File: config.mk
export PLATFORM = sky130hd
export DESIGN_NAME = usb_rx_bit_frontend
export DESIGN_NICKNAME = d
export VERILOG_FILES = /design/src/rtl/usb_rx_pkg.sv /design/src/rtl/usb_rx_bit_timer.sv /design/src/rtl/usb_rx_bit_frontend.sv
export SDC_FILE = /design/constraint.sdc
export NUM_CORES = 1
export LEC_CHECK = 0
export CORE_MARGIN = 3
export CORE_UTILIZATION = 50
export DETAILED_ROUTE_END_ITERATION = 6
export GPL_ROUTABILITY_DRIVEN = 0
export PLACE_DENSITY_LB_ADDON = 0.12
export RECOVER_POWER = 100
export SYNTH_ARGS = -nofsm -noshare
export SYNTH_HDL_FRONTEND = slang
export SYNTH_SLANG_ARGS = --single-unit
File: constraint.sdc
create_clock -name clk -period 2.5 [get_ports clk]
set_input_delay 0.75 -clock clk [delete_from_list [all_inputs] [get_ports clk]]
set_output_delay 0.75 -clock clk [all_outputs]
set_load 0.02 [all_outputs]
File: src/rtl/usb_rx_pkg.sv
// rtl/usb_rx_pkg.sv - shared types and defaults for the USB receive bit front end
package usb_rx_pkg;

  typedef enum logic [1:0] {LS_J, LS_K, LS_SE0, LS_SE1} line_state_t;
  typedef enum logic [1:0] {RX_IDLE, RX_BITS, RX_SE0, RX_EOP} rx_fe_state_t;

  localparam int DEF_CLKS_PER_BIT  = 8;
  localparam int DEF_SAMPLE_OFFSET = 3;
  localparam int DEF_STUFF_LIMIT   = 6;

  function automatic line_state_t decode_line(input logic dp, input logic dm);
    case ({dp, dm})
      2'b10:   return LS_J;
      2'b01:   return LS_K;
      2'b00:   return LS_SE0;
      default: return LS_SE1;
    endcase
  endfunction

endpackage

File: src/rtl/usb_rx_bit_timer.sv
// rtl/usb_rx_bit_timer.sv - modulo bit-time counter with edge resync
// Held at zero while disabled; a line edge restarts the bit at count 1.
module usb_rx_bit_timer
  import usb_rx_pkg::*;
#(
  parameter int CLKS_PER_BIT  = DEF_CLKS_PER_BIT,
  parameter int SAMPLE_OFFSET = DEF_SAMPLE_OFFSET
) (
  input  logic clk,
  input  logic rst,
  input  logic enable,
  input  logic resync,
  output logic sample_tick
);

  localparam int CW = $clog2(CLKS_PER_BIT);
  localparam logic [CW-1:0] CNT_LAST = CW'(CLKS_PER_BIT - 1);
  localparam logic [CW-1:0] CNT_SAMP = CW'(SAMPLE_OFFSET);
  localparam logic [CW-1:0] CNT_ONE  = CW'(1);

  logic [CW-1:0] cnt_q, cnt_d;

  always_comb begin
    cnt_d = cnt_q;
    if (!enable) begin
      cnt_d = '0;
    end else if (resync) begin
      cnt_d = CNT_ONE;
    end else if (cnt_q == CNT_LAST) begin
      cnt_d = '0;
    end else begin
      cnt_d = cnt_q + CNT_ONE;
    end
  end

  always_ff @(posedge clk or posedge rst) begin
    if (rst) begin
      cnt_q <= '0;
    end else begin
      cnt_q <= cnt_d;
    end
  end

  assign sample_tick = (cnt_q == CNT_SAMP) && enable;

endmodule

File: src/rtl/usb_rx_bit_frontend.sv
// rtl/usb_rx_bit_frontend.sv - USB receive front end: edge detect, NRZI decode, unstuff, byte assembly
// Emits d_edge, byte_complete, eop and stuff_error strobes for the receive control unit.
module usb_rx_bit_frontend
  import usb_rx_pkg::*;
#(
  parameter int CLKS_PER_BIT  = DEF_CLKS_PER_BIT,
  parameter int SAMPLE_OFFSET = DEF_SAMPLE_OFFSET,
  parameter int STUFF_LIMIT   = DEF_STUFF_LIMIT
) (
  input  logic       clk,
  input  logic       rst,
  input  logic       d_plus,
  input  logic       d_minus,
  input  logic       enable_timer,
  output logic       d_edge,
  output logic       byte_complete,
  output logic [7:0] rx_byte,
  output logic       eop,
  output logic       stuff_error
);

  localparam int OW = $clog2(STUFF_LIMIT + 1);
  localparam logic [OW-1:0] ONES_MAX = OW'(STUFF_LIMIT);
  localparam logic [OW-1:0] ONES_ONE = OW'(1);

  rx_fe_state_t state_q, state_d;
  logic          dp_q, dp_d;
  logic          d_edge_q, d_edge_d;
  logic          prev_dp_q, prev_dp_d;
  logic [OW-1:0] ones_q, ones_d;
  logic [2:0]    bit_cnt_q, bit_cnt_d;
  logic [7:0]    shift_q, shift_d;
  logic [7:0]    rx_byte_q, rx_byte_d;
  logic          byte_complete_q, byte_complete_d;
  logic          eop_q, eop_d;
  logic          stuff_error_q, stuff_error_d;

  logic        raw_edge;
  logic        sample_tick;
  line_state_t line_state;
  logic        is_se0;
  logic        is_j;
  logic        nrzi_bit;
  logic        take_bit;

  assign raw_edge   = (d_plus != dp_q);
  assign line_state = decode_line(d_plus, d_minus);
  assign is_se0     = (line_state == LS_SE0);
  assign is_j       = (line_state == LS_J);
  assign nrzi_bit   = (d_plus == prev_dp_q);

  usb_rx_bit_timer #(
    .CLKS_PER_BIT (CLKS_PER_BIT),
    .SAMPLE_OFFSET(SAMPLE_OFFSET)
  ) u_timer (
    .clk        (clk),
    .rst        (rst),
    .enable     (enable_timer),
    .resync     (raw_edge),
    .sample_tick(sample_tick)
  );

  always_comb begin
    state_d         = state_q;
    dp_d            = d_plus;
    d_edge_d        = raw_edge;
    prev_dp_d       = prev_dp_q;
    ones_d          = ones_q;
    bit_cnt_d       = bit_cnt_q;
    shift_d         = shift_q;
    rx_byte_d       = rx_byte_q;
    byte_complete_d = 1'b0;
    eop_d           = 1'b0;
    stuff_error_d   = 1'b0;
    take_bit        = 1'b0;

    if (!enable_timer) begin
      state_d   = RX_IDLE;
      prev_dp_d = 1'b1;
      ones_d    = '0;
      bit_cnt_d = '0;
      shift_d   = '0;
    end else begin
      unique case (state_q)
        RX_IDLE, RX_BITS: begin
          state_d = RX_BITS;
          if (sample_tick) begin
            if (is_se0) begin
              state_d = RX_SE0;
              ones_d  = '0;
            end else begin
              take_bit = 1'b1;
            end
          end
        end
        RX_SE0: begin
          if (sample_tick) begin
            if (is_se0) begin
              state_d   = RX_EOP;
              eop_d     = 1'b1;
              bit_cnt_d = '0;
              ones_d    = '0;
            end else begin
              state_d  = RX_BITS;
              take_bit = 1'b1;
            end
          end
        end
        RX_EOP: begin
          // Lingering SE0 is ignored so eop fires once per packet.
          if (sample_tick && is_j) begin
            state_d   = RX_BITS;
            prev_dp_d = 1'b1;
            bit_cnt_d = '0;
            ones_d    = '0;
          end
        end
        default: state_d = RX_IDLE;
      endcase

      if (take_bit) begin
        prev_dp_d = d_plus;
        if (ones_q == ONES_MAX) begin
          ones_d        = '0;
          stuff_error_d = nrzi_bit;
        end else begin
          ones_d  = nrzi_bit ? (ones_q + ONES_ONE) : '0;
          shift_d = {nrzi_bit, shift_q[7:1]};
          if (bit_cnt_q == 3'd7) begin
            rx_byte_d       = shift_d;
            byte_complete_d = 1'b1;
            bit_cnt_d       = '0;
          end else begin
            bit_cnt_d = bit_cnt_q + 3'd1;
          end
        end
      end
    end
  end

  always_ff @(posedge clk or posedge rst) begin
    if (rst) begin
      state_q         <= RX_IDLE;
      dp_q            <= 1'b1;
      d_edge_q        <= 1'b0;
      prev_dp_q       <= 1'b1;
      ones_q          <= '0;
      bit_cnt_q       <= '0;
      shift_q         <= '0;
      rx_byte_q       <= '0;
      byte_complete_q <= 1'b0;
      eop_q           <= 1'b0;
      stuff_error_q   <= 1'b0;
    end else begin
      state_q         <= state_d;
      dp_q            <= dp_d;
      d_edge_q        <= d_edge_d;
      prev_dp_q       <= prev_dp_d;
      ones_q          <= ones_d;
      bit_cnt_q       <= bit_cnt_d;
      shift_q         <= shift_d;
      rx_byte_q       <= rx_byte_d;
      byte_complete_q <= byte_complete_d;
      eop_q           <= eop_d;
      stuff_error_q   <= stuff_error_d;
    end
  end

  assign d_edge        = d_edge_q;
  assign byte_complete = byte_complete_q;
  assign rx_byte       = rx_byte_q;
  assign eop           = eop_q;
  assign stuff_error   = stuff_error_q;

endmodule

[Yosys cells after proc, flatten, opt, wreduce, memory -nomap -nowiden]
Cells that the tools add are included.
Storage, ports and cells
  word-level logic and storage cells: 98
  register bits after elaboration: 33
Operators by class
  equality and inequality tests: 21
  reductions and logical operators: 12
  add/sub/neg operators: 3
  mux-type cells: 49
  bitwise logic cells: 1
Operators with widths (count)
  $mux 3: 17
  $mux 8: 3
  $mux 1: 19
  $mux 2: 6
  $pmux 2 s3: 2
  $pmux 3 s2: 2
  $add 3x1->3 const B: 3
  $eq 3x3->1 const B: 3
  $eq 2x2->1 const B: 4
  $ne 4x2->1 const B: 2
  $logic_not 2->1: 3
  $ne 3x1->1 const B: 2
  $ne 3x3->1 const B: 2
  $reduce_and 2->1: 3
  $eq 2x1->1 const B: 2
  $ne 4x4->1 const B: 1
  $reduce_and 4->1: 1
  $eq 3x2->1 const B: 1
  $reduce_and 3->1: 1
  $reduce_or 3->1: 1
  $logic_and 1x1->1: 2
  $ne 2x1->1 const B: 1
  $ne 2x2->1 const B: 1
  $reduce_or 2->1: 1
  other kinds (3): 3

[Logic depth before layout (Yosys ltp)]
  word-level depth: 9
  depth in mapped cells: 7
  mapped depth without buffers: 6

[Modules after synthesis]
Synthesis repeated with hierarchy kept, for this count alone.
Second synthesis, totals
  cell total of the unflattened synthesis: 121
  area, all modules: 1521.5 um^2
By module, submodules not included
  usb_rx_bit_frontend: area each 1363.8 um^2, cells each 108, sequential area each 728.2 um^2, times used 1
  usb_rx_bit_timer: area each 157.7 um^2, cells each 13, sequential area each 75.1 um^2, times used 1

[Worst setup path after synthesis]
OpenSTA, ideal clock, no wires.
  path type: input -> register
  from: input port d_plus
  to: register rx_byte_q[0] (netlist: rx_byte[0])
  required time: 2.375 ns
  cell stages on the path: 5
  setup slack: 0.706 ns
  arrival time: 1.669 ns
  cells stage by stage: buf_2 o211ai_4 nor2_8 nand2_8 mux2_4
On the way
  longest elaborated chain between the ends: 8
  elaborated cells on any way between the ends: 10
  those cells by class: eq/ne: 3; mux: 5; reduce/logical: 2
RTL lines
  start, declared: RTL line usb_rx_bit_frontend.sv:12  | input logic d_plus,
  $eq 2x1->1 (tied with other cells): RTL line usb_rx_pkg.sv:12  | case ({dp, dm})
  $pmux 2 s3 (*): RTL line usb_rx_pkg.sv:12
  $eq 2x2->1 (*): RTL line usb_rx_bit_frontend.sv:48  | assign is_se0 = (line_state == LS_SE0);
  $mux 1 (*): RTL line usb_rx_bit_frontend.sv:88, usb_rx_bit_frontend.sv:98
  $mux 1 (*): RTL line usb_rx_bit_frontend.sv:87  | if (sample_tick) begin
  $mux 1 (*)
  $mux 1 (*): RTL line usb_rx_bit_frontend.sv:77  | if (!enable_timer) begin
  $reduce_and 4->1 (no source line) (*)
  end signal, assigned: RTL line usb_rx_bit_frontend.sv:162  | rx_byte_q <= rx_byte_d;
  end, declared: RTL line usb_rx_bit_frontend.sv:33  | logic [7:0] rx_byte_q, rx_byte_d;
Every way passes the cells marked *; elsewhere a longest branch is shown, timed or not. The select of a mux whose other input is x is not followed.
A chain may end at the register's enable or synchronous reset.

[Final worst setup path]
Same ends and word-level chain as after synthesis.

==> impl_metrics.ini <==
[clock_network]
h-tree-depth = 2
hold_buffers = 0
cts_setup_buffers = 0
clkSinkCount = 32
cts_made_buffers = 5
cts_resized = 0
clock_latency_ns = 0.33
clk_path_buf_depth = 2
cts_tree = yes
root_buffer = clkbuf_4
clk_pin_slew_ns = 0.09

[sta]
finalHoldViolCount = 0
rsz0062_at_grt = no
setup_tns_ns = 0
fin_worst_skew_ns = 0.00406
fin_ws_ns = 0.256
slew_viol_final = 0
worstMarginPinSlew_ns = 0.775
fmax_mhz = 446
setup_viol = 0
fin_crit_sh_pct = 89.8
maxSlewHeadroom_pct = 48.3
fin_crit_ns = 2.24

[yosys]
synth_seq_area_share_pct = 53.5
yosysWarnings = 0
avgSynthCellArea_um2 = 11.4
synth.distinct_cells = 31
syn_area_um2 = 1500
synthCells = 132
synth_fp_nets = 144
ys_ff_latch = 32

[critical_path]
slowest_delay_ns = 0.58
crit_chain = dlygate4sd3_1, o211ai_1, nor2_8, nand2_8, mux2_1
timing.rr.start = u_timer.cnt_q[0]
critPathRequiredTime_ns = 2.72
startpoint = d_plus
critPathCaptureType = flop
worstPathArrival_ns = 2.46
worstSetupPathType = input pin to flop
start_kind = input pin
crit_fanout = 9
slowest_stage = dlygate4sd3_1

[floorplanning]
fp-row-count = 19
boundaryPins = 17
core_area_um2 = 2810
start_util_pct = 53.5
die_y_um = 60.8
die_w_um = 60.8
dieArea_um2 = 3700

[route]
viasPerCell = 5.38
post-route-drc-count = 0
wire_per_inst_um = 13.7
drtPass1Iterations = 4
wirelength_um = 2530
drt_iter0_drc = 35
vias = 995
antenna_left = 0

[placed_design]
dpl_cell_area_um2 = 1700
portBuffers = 16
dp_slack_ns = 0.184
dp_cells = 177
dpl.hpwl_um = 1720

[layout]
area_growth_pct = 14.2
drive_gt1_share_pct = 9.74
antenna_cells = 0
finalNonFillerCells = 185
nNetsFinal = 165
final_area_um2 = 1710

[global_route]
grt_pass1_wl_um = 4220
grt_max_degree = 33
antenna_found_initial = 0
grt_pass1_vias = 899
groute.usage.overall_pct = 16.0
grt_overflow = 0

[power_and_ir_drop]
max-vdd-ir-drop_uv = 313
leakage_uw = 0.000843
powerDensity_nw_per_um2 = 522
totalPowerFinal_uw = 895

[status]
status = finished, final reports clean

[worst_hold_path]
worstHoldStart = rx_byte[7]
hold_class = flop to flop

[run]
maxCapViolCount = 0
[kinds of logic after synthesis]
| family | synth area share, % |
|---|---|
| buffers and inverters | 3.67 |
| AOI/OAI and AO/OA | 12.2 |
| adders and majority gates | 5.83 |
| DFF | 53.5 |
| muxes | 8.00 |
| xor gates and xnor gates | 1.75 |
| and+or+nand+nor | 15.1 |
[layer usage]
metal	vias up	part of all wire [%]	GRT usage (%)
li1	494	-	-
met1	477	51	22.0
met2	17	43	22.0
met3	7	3.9	6.38
met4	0	2.1	7.43
met5	-	0	0
[power by group]
| part | internal, uW | switching, uW | total (uW) |
|---|---|---|---|
| logic | 20.3 | 35.4 | 55.8 |
| clock network | 139 | 169 | 308 |
| registers | 526 | 5.98 | 532 |
[state kept, by name (all words and copies together) (netlist names)]
register,count
state_q,2
ones_q,3
byte_complete,1
dp_q,1
eop,1
shift_q,7
bit_cnt_q,3
stuff_error,1
rx_byte,8
u_timer.cnt_q,3
d_edge,1
prev_dp_q,1
[Yosys cell counts (all sizes together)]
| cell type | number | area, um^2 |
|---|---|---|
| dfrtp | 30 | 751 |
| nand2 | 20 | 91.3 |
| o21ai | 17 | 85.1 |
| mux2 | 8 | 120 |
| ha | 7 | 87.6 |
| inv | 7 | 26.3 |
| nor2 | 7 | 42.5 |
| buf | 5 | 25.0 |
| a21oi | 4 | 20.0 |
| nand3 | 4 | 20.0 |
| a22o | 2 | 26.3 |
| and4 | 2 | 17.5 |
| dfstp | 2 | 52.6 |
| nor2b | 2 | 12.5 |
| xnor2 | 2 | 17.5 |
| a21boi | 1 | 7.51 |
| a31oi | 1 | 6.26 |
| and2 | 1 | 6.26 |
| and3 | 1 | 6.26 |
| clkbuf | 1 | 3.75 |
| nand3b | 1 | 7.51 |
| nand4 | 1 | 6.26 |
| nand4b | 1 | 8.76 |
| o211ai | 1 | 21.3 |
| o21a | 1 | 7.51 |
| o41ai | 1 | 8.76 |
| or2b | 1 | 7.51 |
| xor2 | 1 | 8.76 |
[path summary, 6_finish.rpt]
kind                                     to  slack, ns  cells past startpoint
hold reg to reg                  rx_byte[7]       0.50                      1
setup reg to reg               bit_cnt_q[0]       0.54                      7
hold / removal                   rx_byte[7]       0.50                      1
setup / recovery                 rx_byte[0]       0.26                      5
max in group asynchronous        shift_q[5]       0.94                      3
min in group asynchronous  u_timer.cnt_q[0]       1.08                      3
[worst max-delay path: cells and delay by family]
family	cells	cell delay [ns]
AND/OR/NAND/NOR	2	0.26
AO/OA/AOI/OAI	1	0.54
multiplexers	1	0.33
buffers and inverters	1	0.58
[layout by cell type, fill, tap and decap left out, types with 2 or more instances in the layout]
cell,synthesis,layout
xnor2_1,2,2
clkbuf_4,0,5
clkdlybuf4s50_1,0,2
and4_1,2,2
o21ai_0,17,17
mux2_1,0,7
a21oi_1,4,4
dlygate4sd3_1,0,14
nand2_1,19,19
ha_1,7,7
nand3_1,4,4
dfstp_2,2,2
nor2b_1,2,2
inv_1,7,7
dfrtp_1,30,30
nor2_1,6,6
clkbuf_1,1,3
buf_4,0,2
[metrics by stage]
| step | hold WS (ns) | utilization, % |
|---|---|---|
| floorplan | 0.465 | - |
| detailed placement | 0.495 | 60.7 |
| finish | 0.496 | 61.1 |
| global route | 0.526 | 61.1 |
| global placement | 0.496 | 60.7 |
| CTS | 0.518 | 62.8 |
[cell type report]
cell class / instances / area [um^2]
clock buffers: 8 / 58.8
fillers: 240 / 1090
inverters: 7 / 26.3
multi-input cells: 87 / 603
flip-flops and latches: 32 / 803
well taps: 31 / 38.8
repair buffers: 20 / 184
Note: power is estimated with default switching activity, not from simulation.
